`src/rtl/ddr_amm_arbiter_if.sv`:
```
// ddr_amm_arbiter_if: one Avalon-MM link (requester side or DDR side).
// master drives the command, slave answers with ready and read data.
interface ddr_amm_arbiter_if #(
  parameter int ADDR_W  = 25,
  parameter int DATA_W  = 256,
  parameter int BE_W    = 32,
  parameter int BURST_W = 7
) ();
  logic [ADDR_W-1:0]  addr;
  logic               read;
  logic               write;
  logic [DATA_W-1:0]  writedata;
  logic [BE_W-1:0]    byteenable;
  logic [BURST_W-1:0] burstcount;
  logic               ready;
  logic [DATA_W-1:0]  readdata;
  logic               readdatavalid;

  modport master (
    output addr, read, write,
    output writedata, byteenable, burstcount,
    input  ready, readdata, readdatavalid
  );

  modport slave (
    input  addr, read, write,
    input  writedata, byteenable, burstcount,
    output ready, readdata, readdatavalid
  );
endinterface

```
`src/rtl/ddr_amm_arbiter.sv`:
```
// ddr_amm_arbiter: round-robin two-port arbiter for the DDR Avalon-MM master.
// Define DDR_ARB_TIMEOUT_EN to add the read-data watchdog and rd_timeout.
module ddr_amm_arbiter #(
  parameter int ADDR_W  = 25,
  parameter int DATA_W  = 256,
  parameter int BE_W    = 32,
  parameter int BURST_W = 7
`ifdef DDR_ARB_TIMEOUT_EN
  ,
  parameter int TIMEOUT_CYC = 1024
`endif
) (
  input  logic              avalon_clk,
  input  logic              avalon_reset,
  ddr_amm_arbiter_if.slave  m0,
  ddr_amm_arbiter_if.slave  m1,
  ddr_amm_arbiter_if.master amm,
  output logic [1:0]        grant,
  output logic              stray_rdv
`ifdef DDR_ARB_TIMEOUT_EN
  ,
  output logic              rd_timeout
`endif
);

  typedef enum logic [1:0] {
    IDLE,
    WR_BURST,
    RD_CMD,
    RD_DATA
  } state_t;

  state_t state, state_d;

  logic               own, own_d;
  logic               last_owner, last_d;
  logic [1:0]         grant_d;
  logic               wr_started;
  logic [BURST_W-1:0] beats_left;
  logic [BURST_W-1:0] bc_lat;
  logic [BURST_W-1:0] rd_left;
  logic [BURST_W-1:0] first_bl;
  logic               req0, req1;
  logic               wr_acc, rd_acc;

  logic [ADDR_W-1:0]  s_addr;
  logic               s_read, s_write;
  logic [DATA_W-1:0]  s_wdata;
  logic [BE_W-1:0]    s_be;
  logic [BURST_W-1:0] s_bc;

`ifdef DDR_ARB_TIMEOUT_EN
  localparam int WD_W = $clog2(TIMEOUT_CYC + 1);
  logic [WD_W-1:0] wd_cnt;
  logic            to_d;
`endif

  assign req0 = m0.read | m0.write;
  assign req1 = m1.read | m1.write;

  assign m0.readdata = amm.readdata;
  assign m1.readdata = amm.readdata;

  always_comb begin
    s_addr  = own ? m1.addr       : m0.addr;
    s_read  = own ? m1.read       : m0.read;
    s_write = own ? m1.write      : m0.write;
    s_wdata = own ? m1.writedata  : m0.writedata;
    s_be    = own ? m1.byteenable : m0.byteenable;
    s_bc    = own ? m1.burstcount : m0.burstcount;
  end

  // A zero burstcount behaves as a single beat
  assign first_bl = (s_bc == '0) ? '0 : s_bc - BURST_W'(1);

  always_comb begin
    state_d          = state;
    own_d            = own;
    last_d           = last_owner;
    grant_d          = grant;
    amm.addr         = '0;
    amm.writedata    = '0;
    amm.byteenable   = '0;
    amm.burstcount   = '0;
    amm.read         = 1'b0;
    amm.write        = 1'b0;
    m0.ready         = 1'b0;
    m1.ready         = 1'b0;
    m0.readdatavalid = 1'b0;
    m1.readdatavalid = 1'b0;
    wr_acc           = 1'b0;
    rd_acc           = 1'b0;
`ifdef DDR_ARB_TIMEOUT_EN
    to_d             = 1'b0;
`endif
    if (!avalon_reset) begin
      if (state == WR_BURST || state == RD_CMD) begin
        amm.addr       = s_addr;
        amm.writedata  = s_wdata;
        amm.byteenable = s_be;
        amm.burstcount = s_bc;
        m0.ready       = ~own & amm.ready;
        m1.ready       = own & amm.ready;
      end
      unique case (state)
        IDLE: begin
          if (req0 | req1) begin
            own_d   = (req0 & req1) ? ~last_owner : req1;
            last_d  = own_d;
            grant_d = own_d ? 2'b10 : 2'b01;
            state_d = (own_d ? m1.write : m0.write) ? WR_BURST : RD_CMD;
          end
        end
        WR_BURST: begin
          if (wr_started) amm.burstcount = bc_lat;
          amm.write = s_write;
          wr_acc    = s_write & amm.ready;
          if (wr_acc) begin
            if (wr_started ? (beats_left == BURST_W'(1)) : (first_bl == '0)) begin
              state_d = IDLE;
              grant_d = 2'b00;
            end
          end
        end
        RD_CMD: begin
          amm.read = s_read;
          rd_acc   = s_read & amm.ready;
          if (rd_acc) state_d = RD_DATA;
        end
        RD_DATA: begin
          if (amm.readdatavalid) begin
            m0.readdatavalid = ~own;
            m1.readdatavalid = own;
            if (rd_left == BURST_W'(1)) begin
              state_d = IDLE;
              grant_d = 2'b00;
            end
          end
`ifdef DDR_ARB_TIMEOUT_EN
          else if (wd_cnt == WD_W'(TIMEOUT_CYC - 1)) begin
            state_d = IDLE;
            grant_d = 2'b00;
            to_d    = 1'b1;
          end
`endif
        end
        default: ;
      endcase
    end
  end

  always_ff @(posedge avalon_clk) begin
    if (avalon_reset) begin
      state      <= IDLE;
      own        <= 1'b0;
      last_owner <= 1'b1;
      grant      <= 2'b00;
      wr_started <= 1'b0;
      beats_left <= '0;
      bc_lat     <= '0;
      rd_left    <= '0;
      stray_rdv  <= 1'b0;
    end else begin
      state      <= state_d;
      own        <= own_d;
      last_owner <= last_d;
      grant      <= grant_d;
      if (state != WR_BURST) begin
        wr_started <= 1'b0;
      end else if (wr_acc && !wr_started) begin
        wr_started <= 1'b1;
        beats_left <= first_bl;
        bc_lat     <= s_bc;
      end else if (wr_acc) begin
        beats_left <= beats_left - BURST_W'(1);
      end
      if (rd_acc) begin
        rd_left <= (s_bc == '0) ? BURST_W'(1) : s_bc;
      end else if (state == RD_DATA && amm.readdatavalid) begin
        rd_left <= rd_left - BURST_W'(1);
      end
      // Beats with no read outstanding are dropped but remembered
      if (amm.readdatavalid && state != RD_DATA) stray_rdv <= 1'b1;
    end
  end

`ifdef DDR_ARB_TIMEOUT_EN
  always_ff @(posedge avalon_clk) begin
    if (avalon_reset) begin
      wd_cnt     <= '0;
      rd_timeout <= 1'b0;
    end else begin
      rd_timeout <= to_d;
      if (state != RD_DATA || amm.readdatavalid) wd_cnt <= '0;
      else wd_cnt <= wd_cnt + WD_W'(1);
    end
  end
`endif

endmodule

```
`src/flat_wrapper.sv`:
```
// flat-port wrapper written by rule: the top's interface ports become plain ports
module ddr_amm_arbiter_flat 
#(
  parameter int ADDR_W  = 25,
  parameter int DATA_W  = 256,
  parameter int BE_W    = 32,
  parameter int BURST_W = 7

)
  (avalon_clk, avalon_reset, grant, stray_rdv, m0_addr, m0_read, m0_write, m0_writedata, m0_byteenable, m0_burstcount, m0_ready, m0_readdata, m0_readdatavalid, m1_addr, m1_read, m1_write, m1_writedata, m1_byteenable, m1_burstcount, m1_ready, m1_readdata, m1_readdatavalid, amm_addr, amm_read, amm_write, amm_writedata, amm_byteenable, amm_burstcount, amm_ready, amm_readdata, amm_readdatavalid);
  ddr_amm_arbiter_if #(.ADDR_W(ADDR_W), .DATA_W(DATA_W), .BE_W(BE_W), .BURST_W(BURST_W)) m0_i ();
  ddr_amm_arbiter_if #(.ADDR_W(ADDR_W), .DATA_W(DATA_W), .BE_W(BE_W), .BURST_W(BURST_W)) m1_i ();
  ddr_amm_arbiter_if #(.ADDR_W(ADDR_W), .DATA_W(DATA_W), .BE_W(BE_W), .BURST_W(BURST_W)) amm_i ();
  input  logic avalon_clk;
  input  logic avalon_reset;
  output logic [1:0] grant;
  output logic stray_rdv;
  input wire logic [$bits(m0_i.addr)-1:0] m0_addr;
  input wire logic [$bits(m0_i.read)-1:0] m0_read;
  input wire logic [$bits(m0_i.write)-1:0] m0_write;
  input wire logic [$bits(m0_i.writedata)-1:0] m0_writedata;
  input wire logic [$bits(m0_i.byteenable)-1:0] m0_byteenable;
  input wire logic [$bits(m0_i.burstcount)-1:0] m0_burstcount;
  output wire logic [$bits(m0_i.ready)-1:0] m0_ready;
  output wire logic [$bits(m0_i.readdata)-1:0] m0_readdata;
  output wire logic [$bits(m0_i.readdatavalid)-1:0] m0_readdatavalid;
  input wire logic [$bits(m1_i.addr)-1:0] m1_addr;
  input wire logic [$bits(m1_i.read)-1:0] m1_read;
  input wire logic [$bits(m1_i.write)-1:0] m1_write;
  input wire logic [$bits(m1_i.writedata)-1:0] m1_writedata;
  input wire logic [$bits(m1_i.byteenable)-1:0] m1_byteenable;
  input wire logic [$bits(m1_i.burstcount)-1:0] m1_burstcount;
  output wire logic [$bits(m1_i.ready)-1:0] m1_ready;
  output wire logic [$bits(m1_i.readdata)-1:0] m1_readdata;
  output wire logic [$bits(m1_i.readdatavalid)-1:0] m1_readdatavalid;
  output wire logic [$bits(amm_i.addr)-1:0] amm_addr;
  output wire logic [$bits(amm_i.read)-1:0] amm_read;
  output wire logic [$bits(amm_i.write)-1:0] amm_write;
  output wire logic [$bits(amm_i.writedata)-1:0] amm_writedata;
  output wire logic [$bits(amm_i.byteenable)-1:0] amm_byteenable;
  output wire logic [$bits(amm_i.burstcount)-1:0] amm_burstcount;
  input wire logic [$bits(amm_i.ready)-1:0] amm_ready;
  input wire logic [$bits(amm_i.readdata)-1:0] amm_readdata;
  input wire logic [$bits(amm_i.readdatavalid)-1:0] amm_readdatavalid;
  assign m0_i.addr = m0_addr;
  assign m0_i.read = m0_read;
  assign m0_i.write = m0_write;
  assign m0_i.writedata = m0_writedata;
  assign m0_i.byteenable = m0_byteenable;
  assign m0_i.burstcount = m0_burstcount;
  assign m0_ready = m0_i.ready;
  assign m0_readdata = m0_i.readdata;
  assign m0_readdatavalid = m0_i.readdatavalid;
  assign m1_i.addr = m1_addr;
  assign m1_i.read = m1_read;
  assign m1_i.write = m1_write;
  assign m1_i.writedata = m1_writedata;
  assign m1_i.byteenable = m1_byteenable;
  assign m1_i.burstcount = m1_burstcount;
  assign m1_ready = m1_i.ready;
  assign m1_readdata = m1_i.readdata;
  assign m1_readdatavalid = m1_i.readdatavalid;
  assign amm_addr = amm_i.addr;
  assign amm_read = amm_i.read;
  assign amm_write = amm_i.write;
  assign amm_writedata = amm_i.writedata;
  assign amm_byteenable = amm_i.byteenable;
  assign amm_burstcount = amm_i.burstcount;
  assign amm_i.ready = amm_ready;
  assign amm_i.readdata = amm_readdata;
  assign amm_i.readdatavalid = amm_readdatavalid;
  ddr_amm_arbiter #(.ADDR_W(ADDR_W), .DATA_W(DATA_W), .BE_W(BE_W), .BURST_W(BURST_W)) u_core (.avalon_clk(avalon_clk), .avalon_reset(avalon_reset), .m0(m0_i), .m1(m1_i), .amm(amm_i), .grant(grant), .stray_rdv(stray_rdv));
endmodule
```
`config.mk`:
```
export PLATFORM = sky130hd
export DESIGN_NAME = ddr_amm_arbiter_flat
export DESIGN_NICKNAME = d
export VERILOG_FILES = /design/src/rtl/ddr_amm_arbiter_if.sv /design/src/rtl/ddr_amm_arbiter.sv /design/src/flat_wrapper.sv
export SDC_FILE = /design/constraint.sdc
export NUM_CORES = 1
export LEC_CHECK = 0
export ABC_AREA = 1
export BUFFER_PORTS_ARGS = -buffer_cell sky130_fd_sc_hd__buf_2
export CORE_AREA = 2 2 674 676
export CTS_CLUSTER_DIAMETER = 150
export DETAILED_ROUTE_END_ITERATION = 6
export DIE_AREA = 0 0 676 678
export GPL_ROUTABILITY_DRIVEN = 0
export PLACE_DENSITY = 0.3
export SLEW_MARGIN = 10
export SYNTH_ARGS = -nofsm -noshare
export SYNTH_HDL_FRONTEND = slang
export SYNTH_SLANG_ARGS = --single-unit
```
`constraint.sdc`:
```
create_clock -name avalon_clk -period 3.6 [get_ports avalon_clk]
set_input_delay 0.54 -clock avalon_clk [delete_from_list [all_inputs] [get_ports avalon_clk]]
set_output_delay 0.54 -clock avalon_clk [all_outputs]
set_load 0.01 [all_outputs]
```
* Word-level counts from Yosys, hierarchy flattened
Cells that the tools add are included.
Word-level totals: register bits 29, input port bits 904, output and inout port bits 841, logic and storage cells 107
Cells by class: add/subtract/negate cells 3, equal/unequal tests 13, mux-type cells 54, bitwise logic cells 11, reductions and logical operators 17
Operators with widths (number):
- 256-bit two-way mux | 3
- 32-bit two-way mux | 3
- 7-bit two-way mux | 11
- 25-bit two-way mux | 3
- 1-bit two-way mux | 23
- 7-bit by 1-bit subtractor with 7-bit output, second input constant | 3
- 2-bit two-way mux | 9
- 7-bit by 1-bit equality test with 1-bit output, second input constant | 2
- 7-bit logical NOT | 2
- 6-bit AND reduction | 2
- 2-bit inequality test, second input constant | 5
- 2-bit case mux with 4 select lines | 1
- 2-bit by 1-bit inequality test with 1-bit output, second input constant | 3
- 2-bit case mux with 3 select lines | 1
- 2-bit AND reduction | 3
- 1-bit bitwise AND | 5
- 2-bit equality test, second input constant | 2
- 2-bit nonzero test | 2
- 1-bit logical AND | 3
- 1-bit inverter | 3
- 1-bit OR | 3
- 3-bit nonzero test | 1
- 2-bit by 1-bit equality test with 1-bit output, second input constant | 1
- 2-bit logical NOT | 1
- 3 further kinds | 3

* Logic depth before layout (Yosys ltp)
Gate-level depths: netlist (run 1).
word-level depth 8, gate-level depth with buffers 18, depth with buffers taken out 17

* Least setup slack after synthesis (run 1)
No wires, ideal clock.
path kind input to output, from input avalon_reset, to output amm_byteenable[0], arrival time 1.758 ns, data required time 3.060 ns, slack 1.302 ns, stages 6, path buffers 3, cell sequence clkbuf_1 -> inv_1 -> nand2_1 -> clkbuf_1 -> buf_1 -> nor3_1
On the way: cells in the longest elaborated chain, start to end 1
Ends and longest elaborated chain:
- start, declared | line flat_wrapper.sv:15 | input logic avalon_reset;
- 32-bit two-way mux | line ddr_amm_arbiter.sv:96 | if (!avalon_reset) begin
- end, declared | line flat_wrapper.sv:40 | output wire logic [$bits(amm_i.byteenable)-1:0] amm_byteenable;
Every way passes these cells.

* Worst setup path after layout (run 1)
from register u_core.state[1], to output amm_writedata[253]
On the way: cells in the longest elaborated chain, start to end 4, elaborated cells between the ends (all ways) 5, those cells by class eq/ne (2); mux (2); reduce/logical (1)
Ends and longest elaborated chain:
- start, declared | line ddr_amm_arbiter.sv:33 | state_t state, state_d;
- start signal, assigned | line ddr_amm_arbiter.sv:164 | state <= state_d;
- 2-bit by 1-bit equality test with 1-bit output or 2-bit equality test (tied branches) | line ddr_amm_arbiter.sv:97 | if (state == WR_BURST || state == RD_CMD) begin
- 1-bit logical OR (*) | line ddr_amm_arbiter.sv:97
- 256-bit two-way mux (*) | line ddr_amm_arbiter.sv:97
- 256-bit two-way mux (*) | line ddr_amm_arbiter.sv:96
- end, declared | line flat_wrapper.sv:39 | output wire logic [$bits(amm_i.writedata)-1:0] amm_writedata;
Mark *: on every way between the ends. The rest lies on a longest branch, timed or not.

==> metrics.md, run 1 <==
| Metric | Value |
|---|---|
| Non-Filler Instances | 8507 |
| Crit path DAT | 3510 ps |
| Clk sinks | 29 |
| Post-synthesis mux area share | 0.000967 |
| Postcts setup bufs | 0 |
| Seq pwr share | 0.052 |
| Cell Area, Synth | 0.0104 mm^2 |
| Synth area leader | buf_4 |
| Worst relative slew slack | 0.0469 |
| Status | finished, violations left |
| Worst-path cell chain | inv_1, ha_1, nand2_4, buf_12, buf_4, nor3_1, buf_2 |
| Vias per inst | 2.14 |
| IO Pins | 1745 |
| Post-DP HPWL | roughly 330000 um |
| Port Buf Inserts | 976 |
| Fin crit share | 1.13 |
| Switching share of power | 0.668 |
| Initial core utilization | 0.0229 |
| Unrepaired setup endpoints after global routing | yes |
| Post-synth EDFFs | 0 |
| Final net count | 3247 |
| Clock share of power | 0.066 |
| Num rows | between 200 and 250 |
| Initial antenna violation count | between 300 and 400 |
| Syn Inst Count | 1903 |
| Seq/Total Area, Yosys | 0.0561 |
| Pre-Repair DR Iteration Count | 6 |
| Drc violations | 0 |
| VDD IR max | 0.289 mV |
| Final setup fails | 19 |
| Leading post-synthesis cells by cell area | buf_4, nor2_1, nor3_1 |
| Global-route wire length before repair | 387000 um |
| Power density cells | 408 mW/mm^2 |
| Post-synthesis adder-cell area fraction | 0.0121 |
| Max Cap Viol | 0 |
| Leakage | between 7 and 8 nW |
| CTS Buffer Depth | 2 |
| Min cycle time layout | around 4000 ps |
| Hold Crit Class | reg -> reg |
| Worst Skew | 20.9 ps |
| Simple-gate share of the synthesized area | 0.453 |
| Synth Flop Type | dfxtp_1 |
| Critical path's slowest cell | nor3_1 |
| CORE AREA | about 0.45 mm^2 |
| Crit-path max FO | 57 |
| Largest net degree at the start of global routing | 152 |
| Fmax | between 200 and 250 MHz |
| Fin. Hold Viols | 0 |
| Gate power share | 0.882 |
| Worst path max stage delay | between 1000 and 1500 ps |
| CTS tree | built |
| Yosys Warn Count | 0 |
| Placement Setup Slack | -13.6 ps |
| Area Overhead vs Synth | 94.7% |
| Routed WL | about 350000 um |
| Routed len/inst | 41.0 um |
| Iteration-0 DRC Markers | 1696 |
| Slew @ Worst Pin | 1420 ps |
| Vias | 18184 |
| Syn_nets | around 2800 |
| Main combinational cell family by area after synthesis | simple AND/OR/NAND/NOR gates |
| Clock buffer count from CTS | 5 |
| Die area | approximately 0.46 mm^2 |
| Synth Area per Inst | ~5.4 um^2 |
| Synth Area in Compound Gates | 0.0364 |
| Post-synth top area share | 0.373 |
| FF/Latch Area | 584 um^2 |
| H-tree levels | 2 |
| Vias in the first global route | around 16000 |
| Hold_buf cts | 0 |
| Async S/R FF share, synth | 0 |
| Gr ovfl total | 0 |
| Internal Pwr Total | roughly 0.0027 W |
| TNS Setup | -3440 ps |
| Synth Area in XOR/XNOR | 0.00338 |
| Crit end category | primary output |
| Layout cells sized above 1 | 0.489 |
| Fillers | 54218 |
| Failing checks | negative setup slack |
| Worst EP required | between 3000 and 4000 ps |
| Multi-input gate area | 0.00546 mm^2 |
| Max-slew violations | 0 |
| Clk root buf | clkbuf_16 |
| Die width | 676 um |
| Yosys reg bits | 29 |
| Setup ws final | -453 ps |
| Unique masters post-synth | 36 |
| Sw power | around 0.0055 W |
| Setup CP Type | reg -> out |
| Clk_lat worst skew | roughly 300 ps |
| Routed Antenna Nets | 0 |
| Clock transition at path regs | 70 ps |
| Die height | just under 700 um |
| Dpl cells | 8302 |
| Worst setup SP type | flip-flop |
| Gr usage total | 0.146 |
sequential cells by signal, indices dropped and copies added, names as in the netlist:
register	cells
u_core.bc_lat	7
u_core.beats_left	7
u_core.rd_left	7
u_core.grant	2
u_core.state	2
u_core.last_owner	1
u_core.own	1
u_core.stray_rdv	1
u_core.wr_started	1
critical path, delay by kind of cell (launching register included):
kind	cells	cell delay, ps
fa+ha+maj	1	390
simple gates	2	1340
buf+inv	4	960
flops	1	360
cells by family after synthesis:
logic type | after synthesis
AO/OA/AOI/OAI | 67
XOR/XNOR | 4
adder cells (fa/ha/maj) | 10
buffers and inverters | 682
flip-flops | 29
multiplexers | 1
AND/OR/NAND/NOR | 1110
routing by layer:
| metal | global-route usage | routed length, um | part of all wire |
|---|---|---|---|
| met5 | 0.0146 | 2510 | 0.0072 |
| met3 | 0.168 | 86400 | 0.25 |
| met4 | 0.0536 | 16700 | 0.048 |
| met2 | 0.252 | 168000 | 0.48 |
| met1 | 0.0922 | 75600 | 0.22 |
Yosys cell counts, types with 2 or more instances:
master    number
o211ai_1       5
nand3_2        2
buf_2         24
ha_1          10
clkbuf_1      69
nand4_1        7
o21ai_0       15
o21ai_1        3
nand2_1      100
a21oi_1       34
buf_4        514
o22ai_1        3
buf_1         15
inv_1         56
nand3_1       15
nor2_1       653
inv_2          2
o21bai_1       2
nand2_2        5
buf_6          2
nor2_2         3
dfxtp_1       29
xor2_1         3
nand2_4        2
nor3_1       319
cell type report:
cell class | count | area share
diodes | 197 | 0.0245
clock buffers | 6 | 0.00689
clock inverters | 2 | 0.00186
inverters | 58 | 0.0112
multi-input cells | 1192 | 0.271
flip-flops and latches | 29 | 0.0290
well taps | 5976 | 0.371
repair buffers | 1047 | 0.285
worst paths after layout:
check                           startpoint                       endpoint  slack (ps)  depth (start not counted)
max           u_core.state[1]$_SDFFE_PP0P_             amm_writedata[253]        -450                          7
min          u_core.stray_rdv$_SDFFE_PP0P_  u_core.stray_rdv$_SDFFE_PP0P_         470                          2
max reg2reg        u_core.own$_SDFFE_PP0P_   u_core.grant[0]$_SDFFE_PP0P_        1040                         16
min reg2reg  u_core.stray_rdv$_SDFFE_PP0P_  u_core.stray_rdv$_SDFFE_PP0P_         470                          2
stage by stage:
step	hold WS (ps)	util	instance area, um^2	total power, W
final	465	0.0447	20200	0.00821
after global routing	483	0.0443	20000	0.00867
after CTS	468	0.0435	19600	0.00834
after detailed placement	453	0.0431	19400	0.00776
after global placement	456	0.0428	19300	0.00779
after floorplan	440	-	10400	0.00383
repair_timing:
action	4_1_cts	5_1_grt
setup endpoints to repair	19	18
gates cloned	0	0
gates resized for setup	4	5
cell usage in the layout, fill, tap and decap left out, types with 4 or more instances in the layout:
master / instances
nand2_2: 5
nand4_1: 7
nor2_1: 606
nand2_1: 99
o211ai_1: 5
buf_2: 964
buf_4: 57
nor3_1: 300
buf_6: 4
nor2_2: 50
dfxtp_1: 28
nand3_1: 15
o21ai_0: 15
diode_2: 197
nor3_2: 19
buf_12: 22
clkbuf_16: 5
inv_1: 56
ha_1: 10
a21oi_1: 33
power groups by stage:
stage	sequential, W	combinational, W	clock, W
6_report	0.000427	0.00725	0.000541
5_1_grt	0.000434	0.00767	0.000566
4_1_cts	0.000427	0.00735	0.000561
3_5_place_dp	0.000433	0.00732	0
3_3_place_gp	0.000434	0.00736	0
2_1_floorplan	0.000407	0.00343	0
(Power assumes the default switching activity.)
==> inputs of run 2 (changes only) <==
--- a/config.mk
+++ b/config.mk
@@ -5,12 +5,12 @@
 export SDC_FILE = /design/constraint.sdc
 export NUM_CORES = 1
 export LEC_CHECK = 0
-export ABC_AREA = 1
+export ABC_CLOCK_PERIOD_IN_PS = 3600
 export BUFFER_PORTS_ARGS = -buffer_cell sky130_fd_sc_hd__buf_2
-export CORE_AREA = 2 2 674 676
+export CORE_AREA = 2 2 681 683
 export CTS_CLUSTER_DIAMETER = 150
 export DETAILED_ROUTE_END_ITERATION = 6
-export DIE_AREA = 0 0 676 678
+export DIE_AREA = 0 0 683 685
 export GPL_ROUTABILITY_DRIVEN = 0
 export PLACE_DENSITY = 0.3
 export SLEW_MARGIN = 10
==> metrics.md, run 2 <==
| Metric | Value |
|---|---|
| Vias | 15418 (was 18184) |
| Most frequent cell after synthesis | buf_4 (was nor2_1) |
| Fin. Hold Viols | 0 (unchanged) |
| Seq pwr share | 0.058 (was 0.052) |
| Clk root buf | clkbuf_16 (unchanged) |
| Gate power share | 0.885 (was 0.882) |
| Worst setup SP type | flip-flop (unchanged) |
| Async S/R FF share, synth | 0 (unchanged) |
| H-tree levels | 2 (unchanged) |
| Largest regs | u_core.bc_lat: 7 flops, u_core.beats_left: 7 flops, u_core.rd_left: 7 flops (unchanged) |
| VDD IR max | 0.265 mV (was 0.289 mV) |
| Area Overhead vs Synth | 89.6% (was 94.7%) |
| IO Pins | 1745 (unchanged) |
| Clk sinks | 29 (unchanged) |
| Seq/Total Area, Yosys | 0.0550 (was 0.0561) |
| Commonest cells after routing, fill and taps aside | buf_2, nor2_1, mux2i_1, dfxtp_1, buf_4 (was buf_2, nor2_1, nor3_1, nand2_1, buf_4) |
| Syn_nets | 2385 (was 2817) |
| Worst Skew | 5.37 ps (was 20.9 ps) |
| Unrepaired setup endpoints after global routing | no (was yes) |
| Post-synth top cells | buf_4, nor2_1, mux2i_1 (was nor2_1, buf_4, nor3_1) |
| Num rows | 250 (was 247) |
| Synth Flop Type | dfxtp_1 (unchanged) |
| Critical path's slowest cell | mux2i_1 (was nor3_1) |
| Routed Antenna Nets | 0 (unchanged) |
| Leading post-synthesis cells by cell area | buf_4, mux2i_1, nor2_1 (was buf_4, nor2_1, nor3_1) |
| Vias per inst | 1.87 (was 2.14) |
| Final setup fails | 0 (was 19) |
| Crit end category | primary output (unchanged) |
| Switching share of power | 0.624 (was 0.668) |
| Worst relative slew slack | 0.242 (was 0.0469) |
| CP dominant cell by count | buf_12 |
| Fin crit share | 0.977 (was 1.13) |
| Global-route wire length before repair | 377000 um (was 387000 um) |
| Highest metal used | met5 (unchanged) |
| CTS Buffer Depth | 2 (unchanged) |
| Min cycle time layout | 3520 ps (was 4050 ps) |
| Postcts setup bufs | 0 (unchanged) |
| Power density cells | 374 mW/mm^2 (was 408 mW/mm^2) |
| Hold Crit Class | reg -> reg (unchanged) |
| Setup CP Type | reg -> out (unchanged) |
| Clock transition at path regs | 50 ps (was 70 ps) |
| Synth area leader | buf_4 (unchanged) |
| Crit path DAT | 2980 ps (was 3510 ps) |
| Most common cell after layout, fill and taps aside | buf_2 (unchanged) |
| Iteration-0 DRC Markers | 1532 (was 1696) |
| WL met2 | 176000 um (was 168000 um) |
| Internal Pwr Total | 0.00282 W (was 0.00273 W) |
| Largest net degree at the start of global routing | 81 (was 152) |
| Die area | 0.468 mm^2 (was 0.458 mm^2) |
| Clock share of power | 0.057 (was 0.066) |
| Drc violations | 0 (unchanged) |
| Fillers | 55147 (was 54218) |
| Cell Area, Synth | 0.0106 mm^2 (was 0.0104 mm^2) |
| Worst path max stage delay | 790 ps (was 1230 ps) |
| Layout cells sized above 1 | 0.553 (was 0.489) |
| Initial core utilization | 0.0229 (about the same) |
| Max Cap Viol | 0 (unchanged) |
| Synth Area per Inst | 7.18 um^2 (was 5.44 um^2) |
| Yosys reg bits | 29 (unchanged) |
| Vias in the first global route | 13186 (was 15950) |
| Die width | 683 um (was 676 um) |
| Hold WS | 492 ps (was 465 ps) |
| Die height | 685 um (was 678 um) |
| Crit-path max FO | 54 (was 57) |
| Status | complete, no violations (was finished, violations left) |
| Leakage | 6.75 nW (was 7.54 nW) |
| Worst-path cell chain | buf_12, buf_12, buf_4, mux2i_1, nor2_1, buf_2 (was inv_1, ha_1, nand2_4, buf_12, buf_4, nor3_1, buf_2) |
| Max-slew violations | 0 (unchanged) |
| Clock buffer count from CTS | 5 (unchanged) |
| Sw power | 0.00468 W (was 0.00549 W) |
| Yosys Warn Count | 0 (unchanged) |
| Gr ovfl total | 0 (unchanged) |
| Slew @ Worst Pin | 1110 ps (was 1420 ps) |
| Port Buf Inserts | 976 (unchanged) |
| CORE AREA | 0.461 mm^2 (was 0.451 mm^2) |
| Unique masters post-synth | 52 (was 36) |
| Final Core Density | 0.0434 (was 0.0447) |
| Syn Inst Count | 1471 (was 1903) |
| Worst EP required | 3060 ps (about the same) |
| Hold_buf cts | 0 (unchanged) |
| Post-synth top area share | 0.365 (was 0.373) |
| Post-DP HPWL | 335000 um (was 332000 um) |
| Met3 WL | 79300 um (was 86400 um) |
| PostCTS Resize Cnt | 0 (was 4) |
| Fmax | 284 MHz (was 247 MHz) |
| Routed length on met1 | 71700 um (was 75600 um) |
| Post-synth EDFFs | 0 (unchanged) |
| Clk_lat worst skew | 280 ps (was 300 ps) |
| Gr usage total | 0.142 (was 0.146) |
| CTS tree | built (unchanged) |
| Routed WL | 349000 um (about the same) |
| Routed len/inst | 42.3 um (was 41.0 um) |
| Final net count | 2814 (was 3247) |
| Initial antenna violation count | 392 (was 373) |
| Pre-Repair DR Iteration Count | 6 (unchanged) |
run 2: changes by cell type in the layout (fill, tap and decap cells not counted), moves of 18 or more:
cell / delta
nor2_2: -50
nor3_1: -285
buf_4: -34
nand2_1: -83
a21oi_1: -18
nor3_2: -19
mux2i_1: +311
inv_1: -43
nor2_1: -252
diode_2: -41
run 2: per-layer routing:
metal / up-vias / global-route usage
met4: 190 / 0.0587
met5: - / 0.0114
met2: 2452 / 0.260
met1: 6438 / 0.0846
li1: 5368 / -
met3: 970 / 0.150
run 2: cells by family after synthesis:
logic type / after synthesis / share of synthesized area
simple gates: 421 / 0.166
fa+ha+maj: 10 / 0.0118
flops: 29 / 0.0550
mux: 330 / 0.314
compound gates: 68 / 0.0437
xor+xnor: 7 / 0.00580
buf+inv: 606 / 0.404
run 2: worst max-delay path, delay by kind of cell (launching register included):
family / cells / cell delay (ps)
flops: 1 / 450
mux: 1 / 790
buf+inv: 4 / 1110
simple gates: 1 / 70
run 2: worst paths after layout:
path                            startpoint                       endpoint  slack [ps]  depth (start not counted)
max                u_core.own$_SDFFE_PP0P_              amm_writedata[76]          80                          6
min reg2reg  u_core.stray_rdv$_SDFFE_PP0P_  u_core.stray_rdv$_SDFFE_PP0P_         490                          2
min          u_core.stray_rdv$_SDFFE_PP0P_  u_core.stray_rdv$_SDFFE_PP0P_         490                          2
max reg2reg        u_core.own$_SDFFE_PP0P_   u_core.state[1]$_SDFFE_PP0P_         850                          8
run 2: cell type report:
type	instances	area (um^2)	area share
antenna	156	390	0.0195
clock buffer	7	143	0.00712
inverter	14	52.6	0.00262
multi-input combinational	836	5810	0.290
sequential	29	584	0.0292
tap	6174	7720	0.386
timing repair buffer	1014	5330	0.266
run 2: power groups by stage:
stage / logic, W / registers [W] / clock network, W
after floorplan: 0.00351 / 0.000413 / 0
after global placement: 0.00666 / 0.000440 / 0
after detailed placement: 0.00669 / 0.000437 / 0
after CTS: 0.00671 / 0.000431 / 0.000437
after global routing: 0.00690 / 0.000437 / 0.000447
final: 0.00663 / 0.000431 / 0.000431
run 2: per-stage QoR:
| stage | setup TNS [ps] | instances | worst slack (ps) | area (um^2) | power (W) |
|---|---|---|---|---|---|
| after floorplan | 0 | 1471 | 1130 | 10600 | 0.00392 |
| after global placement | -1330 | 8062 | -339 | 19300 | 0.00710 |
| after detailed placement | 0 | 8067 | 364 | 19500 | 0.00713 |
| after CTS | 0 | 8074 | 59.4 | 19600 | 0.00758 |
| after global routing | 0 | 8174 | 131 | 19900 | 0.00778 |
| final | 0 | 8230 | 82.8 | 20000 | 0.00750 |
